===== src/rtl/wb_pkg.sv =====
// Shared writeback-stage constants: source selects, load funct3 codes and the queue entry type.
package wb_pkg;

  localparam int WB_XLEN = 32;

  localparam logic [1:0] WB_SEL_ALU     = 2'b00;
  localparam logic [1:0] WB_SEL_DOUT    = 2'b01;
  localparam logic [1:0] WB_SEL_PC_NEXT = 2'b10;
  localparam logic [1:0] WB_SEL_NONE    = 2'b11;

  localparam logic [4:0] ZERO_REG = 5'd0;

  localparam logic [2:0] LD_LB  = 3'b000;
  localparam logic [2:0] LD_LH  = 3'b001;
  localparam logic [2:0] LD_LW  = 3'b010;
  localparam logic [2:0] LD_LBU = 3'b100;
  localparam logic [2:0] LD_LHU = 3'b101;

  typedef struct packed {
    logic [WB_XLEN-1:0] data;
    logic [4:0]         rd;
  } wb_entry_t;

endpackage


===== src/rtl/wb_fifo.sv =====
// Per-channel writeback queue; exposes every slot and its valid bit so the top can build the pending mask.
module wb_fifo
  import wb_pkg::*;
#(
  parameter int  DEPTH   = 4,
  parameter type entry_t = wb_entry_t
) (
  input  logic                 clk,
  input  logic                 rst,
  input  logic                 push,
  input  entry_t               push_entry,
  input  logic                 pop,
  output entry_t               pop_entry,
  output logic                 full,
  output logic                 empty,
  output entry_t [DEPTH-1:0]   entries,
  output logic   [DEPTH-1:0]   valid
);

  localparam int AW = $clog2(DEPTH);

  entry_t [DEPTH-1:0] mem;
  logic   [DEPTH-1:0] vld;
  logic   [DEPTH-1:0] vld_nxt;
  logic   [AW-1:0]    wr_idx;
  logic   [AW-1:0]    rd_idx;
  logic               do_push;
  logic               do_pop;

  // Guard here as well so a misbehaving caller cannot corrupt occupancy.
  assign do_push = push && !full;
  assign do_pop  = pop && !empty;

  always_comb begin
    vld_nxt = vld;
    if (do_pop)  vld_nxt[rd_idx] = 1'b0;
    if (do_push) vld_nxt[wr_idx] = 1'b1;
  end

  always_ff @(posedge clk or negedge rst) begin
    if (!rst) begin
      mem    <= '0;
      vld    <= '0;
      wr_idx <= '0;
      rd_idx <= '0;
    end else begin
      vld <= vld_nxt;
      if (do_push) begin
        mem[wr_idx] <= push_entry;
        wr_idx      <= wr_idx + 1'b1;
      end
      if (do_pop) rd_idx <= rd_idx + 1'b1;
    end
  end

  assign full      = &vld;
  assign empty     = ~|vld;
  assign pop_entry = mem[rd_idx];
  assign entries   = mem;
  assign valid     = vld;

endmodule


===== src/rtl/wb_arb_stage.sv =====
// Buffered multi-channel writeback: formats results at accept, queues them per channel and
// drains one entry per cycle round-robin onto a registered register-file write port.
module wb_arb_stage
  import wb_pkg::*;
#(
  parameter int XLEN   = 32,
  parameter int NUM_CH = 3,
  parameter int DEPTH  = 4
) (
  input  logic                   clk,
  input  logic                   rst,
  input  logic [NUM_CH-1:0]      in_vld,
  output logic [NUM_CH-1:0]      in_rdy,
  input  logic [NUM_CH*2-1:0]    in_wb_sel,
  input  logic [NUM_CH*3-1:0]    in_ld_fmt,
  input  logic [NUM_CH*XLEN-1:0] in_alu_res,
  input  logic [NUM_CH*XLEN-1:0] in_mem_dout,
  input  logic [NUM_CH*XLEN-1:0] in_pc_next,
  input  logic [NUM_CH*5-1:0]    in_rd,
  output logic [XLEN-1:0]        WB_data,
  output logic [4:0]             WB_rd,
  output logic                   WB_we,
  output logic [31:0]            pend_mask
);

  localparam int CW = (NUM_CH > 1) ? $clog2(NUM_CH) : 1;

  // Same layout as wb_entry_t, but its width follows XLEN.
  typedef struct packed {
    logic [XLEN-1:0] data;
    logic [4:0]      rd;
  } entry_t;

  function automatic logic [XLEN-1:0] fmt_data(
    input logic [1:0]      sel,
    input logic [2:0]      f3,
    input logic [XLEN-1:0] alu,
    input logic [XLEN-1:0] dout,
    input logic [XLEN-1:0] pc
  );
    logic [XLEN-1:0] res;
    res = '0;
    case (sel)
      WB_SEL_ALU:     res = alu;
      WB_SEL_PC_NEXT: res = pc;
      WB_SEL_DOUT: begin
        case (f3)
          LD_LB:   res = {{(XLEN-8){dout[7]}}, dout[7:0]};
          LD_LH:   res = {{(XLEN-16){dout[15]}}, dout[15:0]};
          LD_LBU:  res = {{(XLEN-8){1'b0}}, dout[7:0]};
          LD_LHU:  res = {{(XLEN-16){1'b0}}, dout[15:0]};
          LD_LW:   res = dout;
          default: res = dout;
        endcase
      end
      default: res = '0;
    endcase
    return res;
  endfunction

  logic                rdy_en;
  logic [NUM_CH-1:0]   push;
  logic [NUM_CH-1:0]   pop;
  logic [NUM_CH-1:0]   full;
  logic [NUM_CH-1:0]   empty;
  entry_t              push_entries [NUM_CH];
  entry_t              pop_entries  [NUM_CH];
  entry_t [DEPTH-1:0]  ch_entries   [NUM_CH];
  logic   [DEPTH-1:0]  ch_valid     [NUM_CH];
  logic [CW-1:0]       rr_ptr;
  logic [CW-1:0]       grant_idx;
  logic                grant_vld;

  // in_rdy is held low through reset and for the release cycle, then rises on the next edge.
  always_ff @(posedge clk or negedge rst) begin
    if (!rst) rdy_en <= 1'b0;
    else      rdy_en <= 1'b1;
  end

  // Handshake: a channel transfers on a rising edge where in_vld & in_rdy; in_rdy
  // depends only on FIFO fullness, never on in_vld or on a same-cycle dequeue.
  for (genvar c = 0; c < NUM_CH; c++) begin : g_ch
    logic keep;

    assign in_rdy[c] = rdy_en && !full[c];
    // NONE selects and x0 destinations complete the handshake but never reach a queue.
    assign keep = (in_wb_sel[c*2 +: 2] != WB_SEL_NONE) && (in_rd[c*5 +: 5] != ZERO_REG);
    assign push[c] = in_vld[c] && in_rdy[c] && keep;
    assign pop[c]  = grant_vld && (grant_idx == CW'(c));

    assign push_entries[c].data = fmt_data(in_wb_sel[c*2 +: 2], in_ld_fmt[c*3 +: 3],
                                           in_alu_res[c*XLEN +: XLEN],
                                           in_mem_dout[c*XLEN +: XLEN],
                                           in_pc_next[c*XLEN +: XLEN]);
    assign push_entries[c].rd   = in_rd[c*5 +: 5];

    wb_fifo #(
      .DEPTH   (DEPTH),
      .entry_t (entry_t)
    ) u_fifo (
      .clk        (clk),
      .rst        (rst),
      .push       (push[c]),
      .push_entry (push_entries[c]),
      .pop        (pop[c]),
      .pop_entry  (pop_entries[c]),
      .full       (full[c]),
      .empty      (empty[c]),
      .entries    (ch_entries[c]),
      .valid      (ch_valid[c])
    );
  end

  // First non-empty channel at or after rr_ptr, wrapping.
  always_comb begin
    grant_vld = 1'b0;
    grant_idx = '0;
    for (int i = 0; i < NUM_CH; i++) begin
      if (!grant_vld && !empty[(int'(rr_ptr) + i) % NUM_CH]) begin
        grant_vld = 1'b1;
        grant_idx = CW'((int'(rr_ptr) + i) % NUM_CH);
      end
    end
  end

  always_ff @(posedge clk or negedge rst) begin
    if (!rst) begin
      rr_ptr  <= '0;
      WB_data <= '0;
      WB_rd   <= '0;
      WB_we   <= 1'b0;
    end else begin
      WB_we <= grant_vld;
      if (grant_vld) begin
        WB_data <= pop_entries[grant_idx].data;
        WB_rd   <= pop_entries[grant_idx].rd;
        rr_ptr  <= (grant_idx == CW'(NUM_CH - 1)) ? '0 : grant_idx + 1'b1;
      end
    end
  end

  always_comb begin
    pend_mask = '0;
    for (int c = 0; c < NUM_CH; c++) begin
      for (int d = 0; d < DEPTH; d++) begin
        if (ch_valid[c][d]) pend_mask[ch_entries[c][d].rd] = 1'b1;
      end
    end
    if (WB_we) pend_mask[WB_rd] = 1'b1;
    pend_mask[0] = 1'b0;
  end

endmodule


===== config.mk =====
export PLATFORM = sky130hd
export DESIGN_NAME = wb_arb_stage
export DESIGN_NICKNAME = d
export VERILOG_FILES = /design/src/rtl/wb_pkg.sv /design/src/rtl/wb_fifo.sv /design/src/rtl/wb_arb_stage.sv
export SDC_FILE = /design/constraint.sdc
export NUM_CORES = 1
export LEC_CHECK = 0
export CORE_ASPECT_RATIO = 2
export CORE_MARGIN = 3
export CORE_UTILIZATION = 50
export CTS_CLUSTER_SIZE = 8
export DETAILED_ROUTE_END_ITERATION = 7
export GPL_TIMING_DRIVEN = 0
export PLACE_DENSITY = 0.75
export REMOVE_ABC_BUFFERS = 1
export SYNTH_ARGS = -nofsm -noshare
export SYNTH_HDL_FRONTEND = slang
export SYNTH_SLANG_ARGS = --single-unit

===== constraint.sdc =====
create_clock -name clk -period 4.7 [get_ports clk]
set_clock_uncertainty 0.15 [all_clocks]
set_input_delay 0.47 -clock clk [delete_from_list [all_inputs] [get_ports clk]]
set_output_delay 0.47 -clock clk [all_outputs]
set_load 0.02 [all_outputs]

==> reports/qor.txt, run 1 <==
simple-gate share of the synthesized area: 16.7%
CP peak stage delay: 0.78 ns
synthesis-stage register bit count: 509
row count: 122
Compound-Gate Fraction of Synth Area: 14.5%
Worst Tran Pin Value: 1.53 ns
Adder-Cell Fraction of Synth Area: 1.16%
sequential area share after synthesis: 45.5%
Area Overhead vs Synth: 23.8%
vias in the first global route: 27000
max-slew violations: 28
RSZ-0062 raised after global routing: false
min Tclk post-route: 4.39 ns
synth unique cells: 63
DRC viols: 0
Critical Path Start: g_ch[0].u_fifo.valid[0]$_DFF_PN0_
share of the synthesized area in the top cell type: 45.5%
final setup margin: 0.312 ns
r2r setup slk: 1.26 ns
die area: 0.0590 mm^2
routed wl met2: 64000 um
largest net degree at the start of global routing: 131
remaining global-route overflow: 0
pre-CTS WS: 0.629 ns
WP buf/inv: 1
fmax: 228 MHz
Vias: 26200
1st-iter DRT viols: 2850
DRT Wirelength: 129000 um
Crit-path slowest cell: nand3b_1
final setup fails: 0
DR top layer: met4
layout cells sized above 1: 16.0%
failing checks: capacitance limit, slew limit
CTS tree: yes
Clk pwr share: 19.3%
ys flop type: dfrtp_1
post-synthesis cell count: 2772
Max VDD drop: 422 uV
Syn Area/Cell: 10.1 um^2
CTS Buf Count: 73
leakage power: 14.3 nW
Synth Area in XOR/XNOR: 0.188%
Die X: 173 um
worst hold path class: in2async
first-pass GRT wire length: 185000 um
GRT Resource Usage Total: 43.0%
CP Capture Type: primary output
Int Power: 13.8 mW
largest family of logic cells by synthesized area: multiplexers
CP cell instances: nand3b_1, or4_1, o41ai_1, a2111oi_0, nand3_1, clkdlybuf4s50_1
Seq pwr share: 36.5%
Buffers on Ports: 394
Placer Congestion: 1.07
multiplexer share of the synthesized area: 18.3%
Ys Warns: 0
Comb power frac: 44.2%
crit path DAT: 3.77 ns
Worst-path clk slew: 0.05 ns
Max Cap Viol: 1
met1 WL: 39200 um
H-tree depth: 3
Post-synth EDFFs: 0
antenna viol nets, final: 0
count of final hold-check violations: 0
Avg Vias per Cell: 6.91
top post-synthesis cells by area: dfrtp_1, mux4_2, mux2_2
initial antenna violation count: 2
Core ar.: 0.0554 mm^2
nets@finish: 3390
drt pass-1 iters: 7
Crit Path Max Fanout: 8
PwrDens: 715 mW/mm^2
Crit Reg-Reg Startpoint: g_ch[0].u_fifo.valid[3]$_DFF_PN0_
Synth async-reset ratio: 100%
post-DR wirelength/cell: 33.9 um
status: finished, violations left
sw power: 10.9 mW
switching fraction of total power: 44.1%
Die H: 340 um
leading area contributor after synthesis: dfrtp_1
Power Total: 24.7 mW
critical path required time: 4.08 ns
clk sink count: 509
Max-slew headroom: -2.24%
CP startpoint kind: flip-flop
Clk Latency, worst-skew pair: 0.60 ns
Post-DP HPWL: 91500 um
clk buf depth: 3
Crit path max-delay family: simple AND/OR/NAND/NOR gates
Cell Area, Synth: 0.0280 mm^2
met3 WL: 10200 um
Ports: 396
CP Class: reg2out
Initial Util: 50.5%
fin crit share: 93.4%
clk root buf: clkbuf_16
-- layer usage --
layer,up-vias,GRT usage [%]
li1,10700,-
met1,13100,43.3
met2,1860,73.8
met3,626,8.73
met4,0,39.7
met5,-,0
-- per-stage QoR --
step | cell area (um^2) | std cells | hold slack, ns | TNS (ns) | util [%]
2_1_floorplan | 27000 | 2544 | 0.0244 | 0 | -
3_3_place_gp | 31900 | 3682 | 0.306 | -9116.56 | 57.6
3_5_place_dp | 32600 | 3709 | 0.283 | 0 | 58.8
4_1_cts | 34600 | 3796 | 0.257 | 0 | 62.5
5_1_grt | 34600 | 3796 | 0.315 | 0 | 62.5
6_report | 34600 | 3798 | 0.249 | 0 | 62.5
-- registers in the layout (all words and copies together), names as in the netlist --
signal               count
rdy_en                   1
g_ch.u_fifo.valid       12
WB_data                 32
g_ch.u_fifo.entries    444
WB_we                    1
rr_ptr                   2
g_ch.u_fifo.wr_idx       6
WB_rd                    5
g_ch.u_fifo.rd_idx       6
-- power by group through the flow --
stage	clock, mW	combinational [mW]	sequential, mW
finish	4.77	10.9	9.04
global route	4.90	11.3	9.18
CTS	4.74	10.6	8.87
detailed placement	0	10.5	8.88
global placement	0	9.78	8.88
floorplan	0	5.82	7.97
-- what timing repair did --
action | CTS | global route
hold endpoints to repair | 61 | 0
endpoints found under the setup margin | 0 | 1
gates resized for setup | 0 | 1
setup buffers | 0 | 0
hold buffers | 1 | 0
-- layout make-up --
type	instances	area, um^2
inverters	18	67.6
diodes	2	5.00
clock buffers	81	1920
well taps	744	931
flip-flops and latches	509	12700
fillers	4097	20800
repair buffers	422	4520
clock inverters	5	73.8
multi-input cells	2017	14300
-- placed cells by master (no fill, tap or decap), types with 62 or more instances in the layout --
cell type and n:
nor2_1 124, mux4_2 111, nand3_1 73, clkbuf_16 76
o21ai_0 327, clkdlybuf4s50_1 387, dfrtp_1 503, mux2_2 189
o22ai_1 133, nand2_1 430, nand2b_1 62
-- cell usage after synthesis (all sizes together), types with 3 or more instances --
cell type  count
nor2         125
nand2        430
and3           5
nor3b         17
nand3         85
a211oi         7
a31oi         52
a41oi          4
or2            6
o221ai         5
and3b          4
o21ai        327
nand4          3
mux2i         50
buf           61
dfrtp        509
a22oi         36
inv           18
nand3b        57
o2111ai        7
mux4         111
a221oi         3
a311oi        16
ha            26
a2111oi        6
a21oi         59
nand2b        62
nor3          30
o211a          3
o22ai        133
xnor2          6
and2           3
clkbuf       167
or4            7
a22o          13
nor4          31
or3b          30
or3            8
nor2b         44
mux2         189
-- final timing paths --
check                      cells past startpoint                                       to
setup / recovery                               6                             pend_mask[2]
hold / removal                                 2   g_ch[1].u_fifo.entries[94]$_DFFE_PN0P_
setup reg to reg                               6                   WB_data[3]$_DFFE_PN0N_
hold reg to reg                                2  g_ch[0].u_fifo.entries[116]$_DFFE_PN0P_
max in group asynchronous                      6   g_ch[2].u_fifo.entries[25]$_DFFE_PN0P_
min in group clk                               4   g_ch[0].u_fifo.entries[59]$_DFFE_PN0P_
-- kinds of logic after synthesis --
group,count (synthesis)
AOI/OAI and AO/OA,681
buffers and inverters,246
xor gates and xnor gates,6
muxes,350
other,2
and+or+nand+nor,952
adders and majority gates,26
DFF,509
Note: power is estimated with default switching activity, not from simulation.
==> run 2, diff against run 1 <==
--- a/config.mk
+++ b/config.mk
@@ -5,6 +5,7 @@
 export SDC_FILE = /design/constraint.sdc
 export NUM_CORES = 1
 export LEC_CHECK = 0
+export CAP_MARGIN = 20
 export CORE_ASPECT_RATIO = 2
 export CORE_MARGIN = 3
 export CORE_UTILIZATION = 50
==> reports/qor.txt, run 2 (synthesis results as in run 1) <==
Critical Path Start: g_ch[0].u_fifo.valid[0]$_DFF_PN0_
Core ar.: 0.0554 mm^2 (unchanged)
min Tclk post-route: 4.43 ns (+0.0375 ns)
Ports: 396 (unchanged)
Clk Latency, worst-skew pair: 0.62 ns (+0.02 ns)
worst hold slack: 0.247 ns (-0.00211 ns)
PwrDens: 714 mW/mm^2 (-0.17%)
Placer Congestion: 1.07 (unchanged)
CTS tree: yes
row count: 122 (unchanged)
Vias: 26100 (-0.64%)
Placed Cells: 3715 (+0.16%)
max reg flops: 444 (unchanged)
die area: 0.0590 mm^2 (unchanged)
DRT Wirelength: 130000 um (+0.68%)
fin crit share: 94.2% (+0.80 points)
clk buf depth: 3 (unchanged)
layout cells sized above 1: 16.0% (+0.062 points)
CP startpoint kind: flip-flop
leakage power: 14.4 nW (+0.30%)
Initial Util: 50.5% (unchanged)
clk root buf: clkbuf_16
vias in the first global route: 27000 (+0.20%)
dpl cell area: 0.0327 mm^2 (+0.26%)
post-CTS sizing: 0 (unchanged)
remaining global-route overflow: 0 (unchanged)
final setup fails: 0 (unchanged)
fmax: 226 MHz (-0.85%)
crit path DAT: 3.81 ns (+0.04 ns)
met3 WL: 10800 um (+6.0%)
Core Util, Final: 62.6% (+0.15 points)
max-slew violations: 0 (-100%)
Finished Layout Cells: 3803 (+0.13%)
Setup Buffers After CTS: 0 (unchanged)
nets@finish: 3397 (+0.21%)
largest net degree at the start of global routing: 131 (unchanged)
GRT Resource Usage Total: 43.4% (+0.37 points)
met1 WL: 39300 um (+0.18%)
RSZ-0062 raised after global routing: false
post-DR wirelength/cell: 34.1 um (+0.55%)
CP Capture Type: primary output
Post-DP HPWL: 91700 um (+0.27%)
Power Total: 24.8 mW (about the same)
worst hold path class: in2async
drt pass-1 iters: 6 (-1)
1st-iter DRT viols: 2756 (-3.3%)
Crit Path Max Fanout: 8 (unchanged)
first-pass GRT wire length: 186000 um (+0.73%)
Max-slew headroom: 16.0% (+18 points)
DR top layer: met4
Avg Vias per Cell: 6.86 (-0.77%)
initial antenna violation count: 2 (unchanged)
count of final hold-check violations: 0 (unchanged)
Max VDD drop: 442 uV (+4.7%)
Die H: 340 um (unchanged)
most common cell after layout, fill and taps aside: dfrtp_1
most frequent cells in the layout: dfrtp_1, nand2_1, clkdlybuf4s50_1, o21ai_0, mux2_2
Worst-path clk slew: 0.05 ns (about the same)
CTS hold repair buffers: 1 (unchanged)
Inserted Diodes: 0 (-2)
design area: 0.0347 mm^2 (+0.24%)
critical path required time: 4.08 ns (about the same)
H-tree depth: 3 (unchanged)
status: completed
routed wl met2: 63900 um (-0.16%)
Area Overhead vs Synth: 24.1%
Die X: 173 um (unchanged)
DRC viols: 0 (unchanged)
Crit Reg-Reg Startpoint: g_ch[0].u_fifo.valid[3]$_DFF_PN0_
clk sink count: 509 (unchanged)
CTS Buf Count: 73 (unchanged)
Max Cap Viol: 0 (-1)
antenna viol nets, final: 0 (unchanged)
Buffers on Ports: 394 (unchanged)
Worst Tran Pin Value: 1.26 ns (-0.268 ns)
CP Class: reg2out
[run 2: critical path, stage by stage, from the launching register on]
cell             delay, ns
dfrtp_1               0.50
nand3b_1              0.76
or4_1                 0.70
o41ai_1               0.07
a2111oi_0             0.18
nand3_1               0.23
clkdlybuf4s50_1       0.75
[run 2: power breakdown]
part | internal (mW) | total (mW) | switching [mW]
Combinational | 4.61 | 11.0 | 6.37
Sequential | 6.37 | 9.02 | 2.65
Clock | 2.83 | 4.75 | 1.92
Total | 13.8 | 24.8 | 11.0
[run 2: worst paths after layout]
path	end	slack, ns	cells past startpoint
max in group asynchronous	g_ch[0].u_fifo.entries[25]$_DFFE_PN0P_	1.53	6
max	pend_mask[2]	0.27	6
min reg2reg	g_ch[0].u_fifo.entries[116]$_DFFE_PN0P_	0.33	2
min in group clk	g_ch[0].u_fifo.entries[141]$_DFFE_PN0P_	0.29	4
min	g_ch[1].u_fifo.entries[34]$_DFFE_PN0P_	0.25	2
max reg2reg	WB_data[1]$_DFFE_PN0N_	1.19	6
[run 2: metal layers]
metal / vias to the layer above / GRT usage [%]
li1: 10700 / -
met1: 13000 / 43.9
met2: 1801 / 73.7
met3: 619 / 9.47
met4: 0 / 40.1
met5: - / 0
[run 2: stage by stage]
| stage | setup TNS [ns] | setup WS [ns] |
|---|---|---|
| CTS | 0 | 0.340 |
| detailed placement | 0 | 0.871 |
| floorplan | 0 | 1.43 |
| global placement | -9116.56 | -17.12 |
| finish | 0 | 0.274 |
| global route | 0 | 0.247 |
[run 2: area by class of cell]
class                      instances  area [um^2]
clock inverter                     6         75.1
timing repair buffer             429         4640
inverter                          18         67.6
tap                              744          931
clock buffer                      80         1900
fill                            4065        20700
sequential                       509        12700
multi-input combinational       2017        14300
